### config.mk
export PLATFORM = sky130hd
export DESIGN_NAME = bk_processor_p
export DESIGN_NICKNAME = d
export VERILOG_FILES = /design/src/rtl/bk_processor_p.sv
export SDC_FILE = /design/constraint.sdc
export NUM_CORES = 1
export LEC_CHECK = 0
export ABC_AREA = 1
export BUFFER_PORTS_ARGS = -buffer_cell sky130_fd_sc_hd__buf_4
export CORE_AREA = 5 5 165 167
export DETAILED_ROUTE_END_ITERATION = 10
export DIE_AREA = 0 0 170 172
export GPL_TIMING_DRIVEN = 0
export SLEW_MARGIN = 20
export SYNTH_ARGS = -nofsm -noshare
export SYNTH_HDL_FRONTEND = slang
export SYNTH_SLANG_ARGS = --single-unit
### constraint.sdc
create_clock -name clk -period 4.5 [get_ports clk]
set_input_delay 0.675 -clock clk [delete_from_list [all_inputs] [get_ports clk]]
set_output_delay 0.675 -clock clk [all_outputs]
set_load 0.02 [all_outputs]
### src/rtl/bk_processor_p.sv
// -----------------------------------------------------------------------------
// bk_processor_p
//
// Purpose:
//   A small command processor built around a register file. It accepts one
//   command per cycle: ADD, SUB, AND, XOR, register WRITE and READ. An optional
//   multi-cycle shift-add multiplier (MUL) is also available. Results are
//   registered, so single-cycle ops show up the cycle after acceptance.
//
// Configuration:
//   BKP_MUL_EN - when defined, the shift-add multiplier and the MUL FSM state
//                are compiled in. When undefined, opcode 111 completes in one
//                cycle with a zero result and error=1, and ready never drops.
//
// Ports:
//   clk                      rising-edge clock
//   rst                      asynchronous active-high reset
//   cmdin[3+AW-1:0]          [2:0] opcode, [3+AW-1:3] register address
//   cmd_valid                command present this cycle
//   din_1, din_2, din_3      operands (din_3 is reserved, currently unused)
//   ready                    command can be accepted this cycle
//   dout_low, dout_high      result low / high halves (held between results)
//   out_valid                one-cycle pulse marking a new result
//   zero, error              result flags (error also pulses on a dropped cmd)
//
// Handshake:
//   A command is taken on a rising edge where cmd_valid && ready. When
//   cmd_valid is high while ready is low, the command is dropped and error
//   pulses for one cycle without out_valid; an in-flight MUL carries on.
// -----------------------------------------------------------------------------
module bk_processor_p #(
   parameter  int DW   = 8,
   parameter  int NREG = 16,
   localparam int AW   = $clog2(NREG)
) (
   input  logic            clk,
   input  logic            rst,
   input  logic [3+AW-1:0] cmdin,
   input  logic            cmd_valid,
   input  logic [DW-1:0]   din_1,
   input  logic [DW-1:0]   din_2,
   input  logic [DW-1:0]   din_3,
   output logic            ready,
   output logic [DW-1:0]   dout_low,
   output logic [DW-1:0]   dout_high,
   output logic            out_valid,
   output logic            zero,
   output logic            error
);

   localparam logic [2:0] OP_NOP   = 3'b000;
   localparam logic [2:0] OP_ADD   = 3'b001;
   localparam logic [2:0] OP_SUB   = 3'b010;
   localparam logic [2:0] OP_AND   = 3'b011;
   localparam logic [2:0] OP_XOR   = 3'b100;
   localparam logic [2:0] OP_WRITE = 3'b101;
   localparam logic [2:0] OP_READ  = 3'b110;
   localparam logic [2:0] OP_MUL   = 3'b111;

   typedef enum logic {
      ST_IDLE = 1'b0,
      ST_MUL  = 1'b1
   } state_t;

   state_t state_q, state_d;

   logic [2:0]    op;
   logic [AW-1:0] addr;
   logic          accept;
   logic          drop;
   logic          mul_start;
   logic          mul_last;

   // din_3 is part of the operand bus but no opcode consumes it yet.
   logic unused_din3;
   assign unused_din3 = ^din_3;

   assign op     = cmdin[2:0];
   assign addr   = cmdin[3+AW-1:3];
   assign accept = cmd_valid & ready;
   assign drop   = cmd_valid & ~ready;

   // ---------------------------------------------------------------------------
   // Register file
   // ---------------------------------------------------------------------------
   logic [DW-1:0] rf_q [NREG];
   logic          rf_we;

   always_ff @(posedge clk or posedge rst) begin
      if (rst) begin
         for (int i = 0; i < NREG; i++) rf_q[i] <= '0;
      end else if (rf_we) begin
         rf_q[addr] <= din_1;
      end
   end

   // ---------------------------------------------------------------------------
   // Multiplier datapath
   // ---------------------------------------------------------------------------
`ifdef BKP_MUL_EN
   localparam int CW = $clog2(DW) + 1;

   logic [2*DW-1:0] mcand_q;
   logic [2*DW-1:0] acc_q, acc_d;
   logic [DW-1:0]   mplier_q;
   logic [CW-1:0]   cnt_q;

   assign mul_start = accept && (op == OP_MUL);
   assign mul_last  = (state_q == ST_MUL) && (cnt_q == CW'(DW - 1));

   // One multiplier bit per cycle: the multiplicand walks left while the
   // multiplier walks right, so bit 0 of mplier_q is always the current bit.
   assign acc_d = acc_q + (mplier_q[0] ? mcand_q : '0);

   always_ff @(posedge clk or posedge rst) begin
      if (rst) begin
         mcand_q  <= '0;
         acc_q    <= '0;
         mplier_q <= '0;
         cnt_q    <= '0;
      end else if (mul_start) begin
         mcand_q  <= {{DW{1'b0}}, rf_q[addr]};
         mplier_q <= din_1;
         acc_q    <= '0;
         cnt_q    <= '0;
      end else if (state_q == ST_MUL) begin
         acc_q    <= acc_d;
         mcand_q  <= mcand_q << 1;
         mplier_q <= mplier_q >> 1;
         cnt_q    <= cnt_q + 1'b1;
      end
   end
`else
   assign mul_start = 1'b0;
   assign mul_last  = 1'b0;
`endif

   // ---------------------------------------------------------------------------
   // FSM: state register / next state / outputs
   // ---------------------------------------------------------------------------
   always_ff @(posedge clk or posedge rst) begin
      if (rst) state_q <= ST_IDLE;
      else     state_q <= state_d;
   end

   always_comb begin
      state_d = state_q;
      case (state_q)
         ST_IDLE: if (mul_start) state_d = ST_MUL;
         ST_MUL:  if (mul_last)  state_d = ST_IDLE;
         default: state_d = ST_IDLE;
      endcase
   end

   always_comb begin
      ready = (state_q == ST_IDLE);
   end

   // ---------------------------------------------------------------------------
   // Result computation
   // ---------------------------------------------------------------------------
   logic [DW:0]   sum;
   logic          out_valid_d;
   logic [DW-1:0] dout_low_d;
   logic [DW-1:0] dout_high_d;
   logic          res_err_d;

   assign sum = {1'b0, din_1} + {1'b0, din_2};

   always_comb begin
      out_valid_d = 1'b0;
      dout_low_d  = '0;
      dout_high_d = '0;
      res_err_d   = 1'b0;
      rf_we       = 1'b0;
      if (accept) begin
         case (op)
            OP_ADD: begin
               out_valid_d = 1'b1;
               dout_low_d  = sum[DW-1:0];
               dout_high_d = DW'(sum[DW]);
            end
            OP_SUB: begin
               out_valid_d = 1'b1;
               dout_low_d  = din_1 - din_2;
               res_err_d   = (din_2 > din_1);
            end
            OP_AND: begin
               out_valid_d = 1'b1;
               dout_low_d  = din_1 & din_2;
            end
            OP_XOR: begin
               out_valid_d = 1'b1;
               dout_low_d  = din_1 ^ din_2;
            end
            OP_WRITE: begin
               out_valid_d = 1'b1;
               dout_low_d  = din_1;
               rf_we       = 1'b1;
            end
            // The register file updates on the WRITE's acceptance edge, so a
            // READ accepted one cycle later already sees the new value.
            OP_READ: begin
               out_valid_d = 1'b1;
               dout_low_d  = rf_q[addr];
            end
            OP_MUL: begin
`ifdef BKP_MUL_EN
               // Result is produced by the FSM on its final iteration.
`else
               out_valid_d = 1'b1;
               res_err_d   = 1'b1;
`endif
            end
            default: ; // OP_NOP: no result, outputs hold
         endcase
      end
`ifdef BKP_MUL_EN
      // ready is low during MUL, so this never collides with an accept.
      if (mul_last) begin
         out_valid_d              = 1'b1;
         {dout_high_d, dout_low_d} = acc_d;
      end
`endif
   end

   // ---------------------------------------------------------------------------
   // Output registers
   // ---------------------------------------------------------------------------
   logic          out_valid_q;
   logic [DW-1:0] dout_low_q;
   logic [DW-1:0] dout_high_q;
   logic          zero_q;
   logic          res_err_q;
   logic          drop_q;

   always_ff @(posedge clk or posedge rst) begin
      if (rst) begin
         out_valid_q <= 1'b0;
         dout_low_q  <= '0;
         dout_high_q <= '0;
         zero_q      <= 1'b1;
         res_err_q   <= 1'b0;
         drop_q      <= 1'b0;
      end else begin
         out_valid_q <= out_valid_d;
         drop_q      <= drop;
         if (out_valid_d) begin
            dout_low_q  <= dout_low_d;
            dout_high_q <= dout_high_d;
            zero_q      <= ({dout_high_d, dout_low_d} == '0);
            res_err_q   <= res_err_d;
         end
      end
   end

   assign out_valid = out_valid_q;
   assign dout_low  = dout_low_q;
   assign dout_high = dout_high_q;
   assign zero      = zero_q;
   // The drop pulse overlays the held result flag, which reappears afterwards.
   assign error     = res_err_q | drop_q;

endmodule

[Word-level counts from Yosys, hierarchy flattened]
Index checks and enable logic that the tools add are counted.
Widths: inputs -> output; s select.
Storage, ports and cells
  register bits: 149
  input bits: 34
  output and inout bits: 20
  word-level logic and storage cells: 62
Operators by class
  $add $sub $neg: 2
  magnitude comparators: 3
  eq/ne operators: 7
  multiplexer cells: 17
  bitwise gates (word level): 7
  reductions and logical operators: 3
Operators with widths (count)
  $bwmux 128: 1
  $pmux 8 s6: 1
  $bmux 8 s4: 1
  $demux 8 s4: 1
  $mux 8: 4
  $logic_not 16->1: 1
  $eq 3x3->1 const B: 4
  $add 8x8->9: 1
  $and 8x8->8: 1
  $gt 8x8->1: 1
  $sub 8x8->8: 1
  $xor 8x8->8: 1
  $mux 1: 7
  $reduce_or 7->1: 1
  $eq 3x2->1 const B: 2
  $ge 5x5->1 const B: 1
  $lt 5x1->1 const B: 1
  $not 4->5: 1
  $pmux 1 s2: 2
  $eq 3x1->1 const B: 1
  $and 1x1->1: 2
  $logic_and 1x1->1: 1
  $not 1->1: 1
  $or 1x1->1: 1

[Depth between registers and ports, before layout]
Gate-level depths: netlist of the first run.
  word-level depth: 7
  gate-level depth with buffers: 17
  mapped depth without buffers: 16

[Worst setup path before layout of the first run]
No wires, ideal clock.
  kind: input-to-reg
  start: input din_1[0]
  end: register zero_q (netlist: zero)
  setup time: 0.061 ns
  arrival time: 2.388 ns
  required time: 4.439 ns
  slack: 2.051 ns
  stages on the path: 15
  path buffers: 1
  cell sequence: inv_1 clkbuf_1 ha_1 fa_1 inv_1 nand4_1 nand3_1 nand2_1 nand3_1 nand2_1 inv_1 nand3_1 o21ai_1 nand3_1 nand2_1
Between the ends
  longest elaborated chain between the ends: 4
  elaborated cells between the ends (all ways): 9
  those cells by class: add/sub (2); mux (4); bitwise (2); reduce/logical (1)
RTL lines
  start: declaration: line 40  | input logic [DW-1:0] din_1,
  $sub 8x8->8 (tied with other cells): line 185  | dout_low_d = din_1 - din_2;
  $pmux 8 s6 / $mux 1 (equally long branches): line 177  | case (op)
  $mux 8 / $mux 1 (equally long branches): line 176  | if (accept) begin
  $logic_not 16->1 *: line 251  | zero_q <= ({dout_high_d, dout_low_d} == '0);
  end signal: assignment: line 251
  end: declaration: line 233  | logic zero_q;
Every way passes the cells marked *; elsewhere a longest branch is shown, timed or not.
A chain may end at the register's enable or synchronous reset.

[Final worst setup path of the first run]
Ends and elaborated chain as after synthesis.

==> run_summary.xml, run 1 <==
<?xml version="1.0" encoding="UTF-8"?>
<metrics>
  <group name="worst_setup_path">
    <metric name="worst_path_largest_cell_delay" unit="ns">0.48</metric>
    <metric name="critical-path-slowest-cell" unit="">sky130_fd_sc_hd__fa_1</metric>
    <metric name="reg2reg_slack" unit="ns">2.70</metric>
    <metric name="worst_setup_path_start_kind" unit="">input port</metric>
    <metric name="setup.worst_path.class" unit="">in2reg</metric>
    <metric name="critPathArrivalTime" unit="ns">3.13</metric>
    <metric name="end_kind" unit="">flop</metric>
    <metric name="critPathMaxFanout" unit="">10</metric>
    <metric name="worstPathRequired" unit="ns">4.88</metric>
    <metric name="rr_worst_depth" unit="">11</metric>
    <metric name="worstPathCellList" unit="">buf_4 -&gt; inv_1 -&gt; clkbuf_1 -&gt; ha_1 -&gt; fa_1 -&gt; o22ai_1 -&gt; nor3b_1 -&gt; nand4_1 -&gt; nor2_1 -&gt; nand3_1 -&gt; nand2_1</metric>
    <metric name="rr_endpoint" unit="">zero</metric>
    <metric name="timing.rr.start" unit="">rf_q[55]</metric>
  </group>
  <group name="sta">
    <metric name="worst_slew_margin_rel" unit="">0.297</metric>
    <metric name="drv_slew" unit="">0</metric>
    <metric name="fin_skew" unit="ns">0.0134</metric>
    <metric name="fin_crit_sh" unit="">0.610</metric>
    <metric name="final_count_of_hold_timing_violations" unit="">0</metric>
    <metric name="fin_crit" unit="ns">2.75</metric>
    <metric name="max_slew.worst_pin.slew" unit="ns">1.05</metric>
    <metric name="max_clock_freq" unit="MHz">364</metric>
    <metric name="setup_violations" unit="">0</metric>
    <metric name="rsz_0062_raised_after_global_routing" unit="">no</metric>
    <metric name="fin_hold_ws" unit="ns">0.233</metric>
  </group>
  <group name="detailed_routing">
    <metric name="drt_pre_antenna_iters" unit="">5</metric>
    <metric name="drc_errors" unit="">0</metric>
    <metric name="routed_via_density" unit="">4.84</metric>
    <metric name="routedWlPerCell" unit="um">16.1</metric>
    <metric name="antenna_left" unit="">0</metric>
    <metric name="detail_route.iter0.violations" unit="">557</metric>
    <metric name="routed-via-count" unit="">6802</metric>
    <metric name="total_wirelength" unit="um">22700</metric>
  </group>
  <group name="global_route">
    <metric name="track_usage" unit="">0.159</metric>
    <metric name="largest_net_degree_at_the_start_of_global_routing" unit="">99</metric>
    <metric name="grt_first_pass_wirelength" unit="um">36500</metric>
    <metric name="grt_pass1_vias" unit="">6538</metric>
    <metric name="antenna_found_initial" unit="">0</metric>
    <metric name="globalRouteOverflowTotal" unit="">0</metric>
  </group>
  <group name="synthesis">
    <metric name="synthArstFlopShare" unit="">1.00</metric>
    <metric name="synth_top_cell_area_share" unit="">0.460</metric>
    <metric name="yosys.cell_types.count" unit="">40</metric>
    <metric name="postSynthRegisterBits" unit="">140</metric>
    <metric name="ys_top_cells_by_count" unit="">435 x sky130_fd_sc_hd__nand2_1, 139 x sky130_fd_sc_hd__dfrtp_1, 103 x sky130_fd_sc_hd__o21ai_0</metric>
    <metric name="synth_enable_flop_cells" unit="">0</metric>
    <metric name="netlist_top_cells_area" unit="">sky130_fd_sc_hd__dfrtp_1 46%, sky130_fd_sc_hd__nand2_1 22%, sky130_fd_sc_hd__o21ai_0 6.8%</metric>
    <metric name="syn_inst" unit="">998</metric>
    <metric name="synth_area_leader_cell" unit="">sky130_fd_sc_hd__dfrtp_1</metric>
    <metric name="synth_sequential_area_ratio" unit="">0.464</metric>
    <metric name="post_synth_instance_area" unit="sq um">7560</metric>
    <metric name="yosysMostFrequentCell" unit="">sky130_fd_sc_hd__nand2_1</metric>
    <metric name="synth_warnings" unit="">0</metric>
    <metric name="syn-mean-instance-area" unit="sq um">7.57</metric>
    <metric name="top_flip_flop_cell_by_instance_count_after_synthesis" unit="">sky130_fd_sc_hd__dfrtp_1</metric>
  </group>
  <group name="layout">
    <metric name="layout-drive-gt1-share" unit="">0.128</metric>
    <metric name="final_util" unit="">0.348</metric>
    <metric name="syn_to_final_growth" unit="%">18.0</metric>
    <metric name="antenna_cells_inserted" unit="">0</metric>
    <metric name="finish.net_count" unit="">1109</metric>
  </group>
  <group name="clock_tree">
    <metric name="cts-root-buf" unit="">sky130_fd_sc_hd__clkbuf_16</metric>
    <metric name="clock_buffers_created_by_tritoncts" unit="">17</metric>
    <metric name="clockBufferDepth" unit="">2</metric>
    <metric name="postCtsResizedCells" unit="">0</metric>
    <metric name="clk_pin_slew_worst_paths" unit="ns">0.07</metric>
    <metric name="cts.hold.buffers_added" unit="">0</metric>
    <metric name="clk_latency" unit="ns">0.43</metric>
    <metric name="cts_htree_levels" unit="">4</metric>
    <metric name="number_of_buffers_inserted_by_post_cts_setup_repair" unit="">0</metric>
    <metric name="tritoncts" unit="">done</metric>
    <metric name="clock_sinks" unit="">140</metric>
  </group>
  <group name="min_path">
    <metric name="hold_path_class" unit="">in2async</metric>
  </group>
  <group name="floorplanning">
    <metric name="floorplan.rows" unit="">59</metric>
    <metric name="start_util" unit="">0.295</metric>
    <metric name="design.portCount" unit="">54</metric>
    <metric name="dieArea" unit="sq um">29200</metric>
    <metric name="die_h" unit="um">172</metric>
    <metric name="die_w" unit="um">170</metric>
    <metric name="core_region_area" unit="sq um">25600</metric>
  </group>
  <group name="run">
    <metric name="drv.max_cap_violation_count" unit="">0</metric>
  </group>
  <group name="place">
    <metric name="post-dp-hpwl" unit="um">16400</metric>
    <metric name="buffer_ports.inserted" unit="">33</metric>
    <metric name="gp_congestion" unit="">0.963</metric>
  </group>
  <group name="power">
    <metric name="peakVddDrop" unit="V">0.000237</metric>
    <metric name="pwr_density_cell" unit="nW/um^2">387</metric>
    <metric name="leakage" unit="nW">4.43</metric>
  </group>
  <group name="run_status">
    <metric name="status" unit="">completed</metric>
  </group>
</metrics>
[state kept, by name (all words and copies together), names as in the netlist]
register	count
dout_low	8
rf_q	128
dout_high	1
out_valid	1
zero	1
res_err_q	1
[critical path, delay by kind of cell]
| kind | cells | cell delay [ns] |
|---|---|---|
| buffers and inverters | 3 | 0.63 |
| AOI/OAI and AO/OA | 1 | 0.07 |
| adders and majority gates | 2 | 0.83 |
| and+or+nand+nor | 5 | 0.91 |
[cell usage in the layout, fill, tap and decap left out, types with 21 or more instances in the layout]
| cell | synthesis | layout |
|---|---|---|
| sky130_fd_sc_hd__nand2_1 | 435 | 435 |
| sky130_fd_sc_hd__dfrtp_1 | 139 | 139 |
| sky130_fd_sc_hd__o21ai_0 | 103 | 103 |
| sky130_fd_sc_hd__inv_1 | 53 | 52 |
| sky130_fd_sc_hd__nand3_1 | 47 | 47 |
| sky130_fd_sc_hd__buf_4 | 10 | 43 |
| sky130_fd_sc_hd__o21ai_1 | 29 | 29 |
| sky130_fd_sc_hd__nor2_1 | 24 | 24 |
| sky130_fd_sc_hd__clkbuf_1 | 21 | 21 |
| sky130_fd_sc_hd__a21oi_1 | 21 | 21 |
[where the power goes]
group / internal [mW] / switching (mW) / total [mW]
clock network: 0.937 / 0.600 / 1.54
logic: 0.171 / 0.315 / 0.486
registers: 1.37 / 0.0601 / 1.43
[worst max path at each step]
stage	to	cells past startpoint	start	slack, ns
floorplan	dout_high[0]	1	rst	0.07
global placement	res_err_q	2	rst	-1.71
detailed placement	zero	14	din_1[1]	1.32
CTS	zero	11	din_1[0]	1.76
global route	zero	17	din_1[0]	1.52
finish	zero	11	din_1[0]	1.75
[cell type report]
| class | count | area, sq um |
|---|---|---|
| Inverter | 57 | 229 |
| Tap cell | 335 | 419 |
| Clock inverter | 15 | 210 |
| Fill cell | 2683 | 16700 |
| Timing Repair Buffer | 34 | 275 |
| Clock buffer | 17 | 425 |
| Multi-Input combinational cell | 747 | 3490 |
| Sequential cell | 140 | 3500 |
| Buffer | 60 | 368 |
[cells by family (layout without fill, tap and decap cells)]
family | Yosys count | after routing | synth area share
buffers and inverters | 117 | 183 | 0.0780
adders and majority gates | 18 | 18 | 0.0318
and+or+nand+nor | 537 | 537 | 0.292
xor gates and xnor gates | 1 | 1 | 0.00116
other | 2 | 8 | 0.000994
DFF | 140 | 140 | 0.464
AOI/OAI and AO/OA | 183 | 183 | 0.133
[through the flow]
step	area [sq um]	setup TNS [ns]	std cells	total power, mW	setup WS [ns]
final	8920	0	1405	3.45	1.75
after global routing	8920	0	1405	3.60	1.52
after CTS	8920	0	1405	3.46	1.76
after detailed placement	8280	0	1373	1.94	1.32
after global placement	8250	-236.34	1372	1.92	-1.71
after floorplan	7580	0	1004	1.77	0.0738
[per-layer routing]
layer,track usage,part of all wire
met2,0.260,0.47
met3,0.0258,0.047
met4,0.0580,0.026
met5,0,0
met1,0.216,0.46
Note: power is estimated with default switching activity, not from simulation.
==> run 2, diff against run 1 <==
--- a/config.mk
+++ b/config.mk
@@ -5,7 +5,7 @@
 export SDC_FILE = /design/constraint.sdc
 export NUM_CORES = 1
 export LEC_CHECK = 0
-export ABC_AREA = 1
+export ABC_AREA = 0
 export BUFFER_PORTS_ARGS = -buffer_cell sky130_fd_sc_hd__buf_4
 export CORE_AREA = 5 5 165 167
 export DETAILED_ROUTE_END_ITERATION = 10
==> constraint.sdc (replaced) <==
create_clock -name clk -period 2.3 [get_ports clk]
set_input_delay 0.345 -clock clk [delete_from_list [all_inputs] [get_ports clk]]
set_output_delay 0.345 -clock clk [all_outputs]
set_load 0.02 [all_outputs]
==> run_summary.xml, run 2 <==
<?xml version="1.0" encoding="UTF-8"?>
<metrics>
  <group name="detailed_routing">
    <metric name="antenna_left" unit="">0</metric>
    <metric name="total_wirelength" unit="um">20400</metric>
    <metric name="routed-via-count" unit="">5159</metric>
    <metric name="drt_pre_antenna_iters" unit="">5</metric>
    <metric name="routed_via_density" unit="">5.15</metric>
    <metric name="detail_route.iter0.violations" unit="">378</metric>
    <metric name="drc_errors" unit="">0</metric>
    <metric name="routedWlPerCell" unit="um">20.3</metric>
  </group>
  <group name="synthesis">
    <metric name="yosys.cell_types.count" unit="">62</metric>
    <metric name="netlist_top_cells_area" unit="">sky130_fd_sc_hd__dfrtp_1 46%, sky130_fd_sc_hd__mux2_2 18%, sky130_fd_sc_hd__mux4_2 7.8%</metric>
    <metric name="ys_top_cells_by_count" unit="">139 x sky130_fd_sc_hd__dfrtp_1, 122 x sky130_fd_sc_hd__mux2_2, 26 x sky130_fd_sc_hd__mux4_2</metric>
    <metric name="top_flip_flop_cell_by_instance_count_after_synthesis" unit="">sky130_fd_sc_hd__dfrtp_1</metric>
    <metric name="synth_area_leader_cell" unit="">sky130_fd_sc_hd__dfrtp_1</metric>
    <metric name="synth_enable_flop_cells" unit="">0</metric>
    <metric name="syn_inst" unit="">579</metric>
    <metric name="yosysMostFrequentCell" unit="">sky130_fd_sc_hd__dfrtp_1</metric>
    <metric name="syn-mean-instance-area" unit="sq um">12.9</metric>
    <metric name="postSynthRegisterBits" unit="">140</metric>
    <metric name="synth_top_cell_area_share" unit="">0.464</metric>
    <metric name="synth_warnings" unit="">0</metric>
    <metric name="synth_sequential_area_ratio" unit="">0.468</metric>
    <metric name="post_synth_instance_area" unit="sq um">7490</metric>
    <metric name="synthArstFlopShare" unit="">1.00</metric>
  </group>
  <group name="sta">
    <metric name="fin_crit" unit="ns">2.31</metric>
    <metric name="max_slew.worst_pin.slew" unit="ns">0.696</metric>
    <metric name="worst_slew_margin_rel" unit="">0.535</metric>
    <metric name="fin_crit_sh" unit="">1.00</metric>
    <metric name="final_count_of_hold_timing_violations" unit="">0</metric>
    <metric name="rsz_0062_raised_after_global_routing" unit="">yes</metric>
    <metric name="max_clock_freq" unit="MHz">433</metric>
    <metric name="fin_skew" unit="ns">0.00949</metric>
    <metric name="layout_setup_ws" unit="ns">-0.00889</metric>
    <metric name="fin_hold_ws" unit="ns">0.177</metric>
    <metric name="drv_slew" unit="">0</metric>
    <metric name="setup_violations" unit="">1</metric>
  </group>
  <group name="layout">
    <metric name="final_cell_mix" unit="">139 x sky130_fd_sc_hd__dfrtp_1, 122 x sky130_fd_sc_hd__mux2_2, 50 x sky130_fd_sc_hd__buf_4</metric>
    <metric name="finish.net_count" unit="">706</metric>
    <metric name="syn_to_final_growth" unit="%">23.0</metric>
    <metric name="largest_register_ff_count" unit="">128</metric>
    <metric name="final_util" unit="">0.360</metric>
    <metric name="most_common_library_cell_in_the_layout_ignoring_fill_and_taps" unit="">sky130_fd_sc_hd__dfrtp_1</metric>
    <metric name="layout-drive-gt1-share" unit="">0.432</metric>
    <metric name="max_flop_register" unit="">rf_q</metric>
    <metric name="final.fill_count" unit="">2470</metric>
    <metric name="antenna_cells_inserted" unit="">0</metric>
  </group>
  <group name="floorplanning">
    <metric name="design.portCount" unit="">54</metric>
    <metric name="die_w" unit="um">170</metric>
    <metric name="floorplan.rows" unit="">59</metric>
    <metric name="dieArea" unit="sq um">29200</metric>
    <metric name="die_h" unit="um">172</metric>
    <metric name="core_region_area" unit="sq um">25600</metric>
    <metric name="start_util" unit="">0.293</metric>
  </group>
  <group name="place">
    <metric name="buffer_ports.inserted" unit="">33</metric>
    <metric name="post-dp-hpwl" unit="um">13700</metric>
    <metric name="gp_congestion" unit="">0.875</metric>
  </group>
  <group name="run">
    <metric name="drv.max_cap_violation_count" unit="">0</metric>
  </group>
  <group name="power">
    <metric name="pwr_density_cell" unit="nW/um^2">701</metric>
    <metric name="peakVddDrop" unit="V">0.000429</metric>
    <metric name="leakage" unit="nW">4.20</metric>
    <metric name="report.power.total" unit="mW">6.46</metric>
  </group>
  <group name="min_path">
    <metric name="hold_path_class" unit="">in2reg</metric>
  </group>
  <group name="worst_setup_path">
    <metric name="end_kind" unit="">flop</metric>
    <metric name="critPathArrivalTime" unit="ns">2.63</metric>
    <metric name="worst_setup_path_start_kind" unit="">flop</metric>
    <metric name="worstPathRequired" unit="ns">2.63</metric>
    <metric name="critPathMaxFanout" unit="">2</metric>
    <metric name="setup.worst_path.class" unit="">reg2reg</metric>
  </group>
  <group name="clock_tree">
    <metric name="tritoncts" unit="">done</metric>
    <metric name="cts_htree_levels" unit="">4</metric>
    <metric name="clk_pin_slew_worst_paths" unit="ns">0.06</metric>
    <metric name="cts-root-buf" unit="">sky130_fd_sc_hd__clkbuf_16</metric>
    <metric name="clock_sinks" unit="">140</metric>
    <metric name="clk_latency" unit="ns">0.43</metric>
    <metric name="clock_buffers_created_by_tritoncts" unit="">17</metric>
    <metric name="clockBufferDepth" unit="">2</metric>
  </group>
  <group name="global_route">
    <metric name="globalRouteOverflowTotal" unit="">0</metric>
    <metric name="grt_pass1_vias" unit="">5334</metric>
    <metric name="track_usage" unit="">0.142</metric>
    <metric name="antenna_found_initial" unit="">0</metric>
    <metric name="largest_net_degree_at_the_start_of_global_routing" unit="">31</metric>
    <metric name="grt_first_pass_wirelength" unit="um">31700</metric>
  </group>
  <group name="run_status">
    <metric name="failed_checks" unit="">setup timing</metric>
    <metric name="status" unit="">finished, violations left</metric>
  </group>
</metrics>
==> run 2: what timing repair did <==
item	in CTS	in global routing
endpoints found under the setup margin	117	78
setup buffers	2	9
endpoints found under the hold margin	16	0
gates resized for setup	22	27
gates cloned	0	0
hold buffers	1	0
pin swaps	1	8
==> run 2: cells by family (layout without fill, tap and decap cells) <==
family | after synthesis | in the layout | synth area share
muxes | 166 | 166 | 0.303
adders and majority gates | 18 | 18 | 0.0321
buffers and inverters | 63 | 145 | 0.0399
xor gates and xnor gates | 1 | 1 | 0.00117
other | 2 | 8 | 0.00100
and+or+nand+nor | 112 | 112 | 0.0810
AOI/OAI and AO/OA | 77 | 77 | 0.0745
DFF | 140 | 140 | 0.468
==> run 2: path summary, 6_finish.rpt <==
kind                       slack (ns)  depth (start not counted)          end   startpoint
setup / recovery               -0.009                          7         zero     rf_q[44]
hold / removal                   0.18                          2    rf_q[120]     din_1[0]
setup reg to reg               -0.009                          7         zero     rf_q[44]
hold reg to reg                  0.47                          2  dout_low[5]  dout_low[5]
max in group asynchronous        0.90                          6     rf_q[40]          rst
min in group asynchronous        0.50                          3     rf_q[29]          rst
==> run 2: metrics by stage <==
| step | std cells | setup TNS, ns | worst slack [ns] | instance area, sq um |
|---|---|---|---|---|
| global placement | 953 | -201.42 | -0.934 | 8220 |
| global route | 1002 | -0.247 | -0.126 | 9220 |
| CTS | 993 | -4.44 | -0.215 | 8990 |
| detailed placement | 958 | -87.11 | -0.913 | 8330 |
| floorplan | 585 | 0 | 0.0143 | 7550 |
| finish | 1002 | -0.00889 | -0.00889 | 9220 |
==> run 2: final cells by class <==
cell class	instances	area, sq um	share of cell area
Clock buffer	21	460	0.0499
Timing Repair Buffer	50	502	0.0544
Inverter	22	93.8	0.0102
Tap cell	335	419	0.0455
Sequential cell	140	3500	0.380
Buffer	41	236	0.0257
Clock inverter	11	108	0.0117
Multi-Input combinational cell	382	3890	0.423
==> run 2: routing by layer <==
metal	routed length [um]	part of all wire	vias to the layer above	global-route usage
li1	-	-	2312	-
met1	9310	0.46	2642	0.199
met2	9530	0.47	181	0.227
met3	1170	0.057	24	0.0329
met4	359	0.018	0	0.0326
met5	0	0	-	0
==> run 2: critical path: stages (launching register included) <==
cell                       delay (ns)
sky130_fd_sc_hd__dfrtp_1         0.38
sky130_fd_sc_hd__mux4_2          0.50
sky130_fd_sc_hd__a22oi_2         0.21
sky130_fd_sc_hd__a31oi_2         0.16
sky130_fd_sc_hd__or3_4           0.42
sky130_fd_sc_hd__nor3_4          0.20
sky130_fd_sc_hd__nand4b_1        0.13
sky130_fd_sc_hd__o41ai_2         0.21
==> run 2: power by group <==
| group | internal [mW] | total, mW | leakage [nW] | switching [mW] |
|---|---|---|---|---|
| clock network | 1.56 | 2.68 | 0.275 | 1.12 |
| logic | 0.489 | 1.00 | 2.03 | 0.512 |
| registers | 2.68 | 2.78 | 1.89 | 0.103 |
| total | 4.73 | 6.46 | 4.20 | 1.73 |
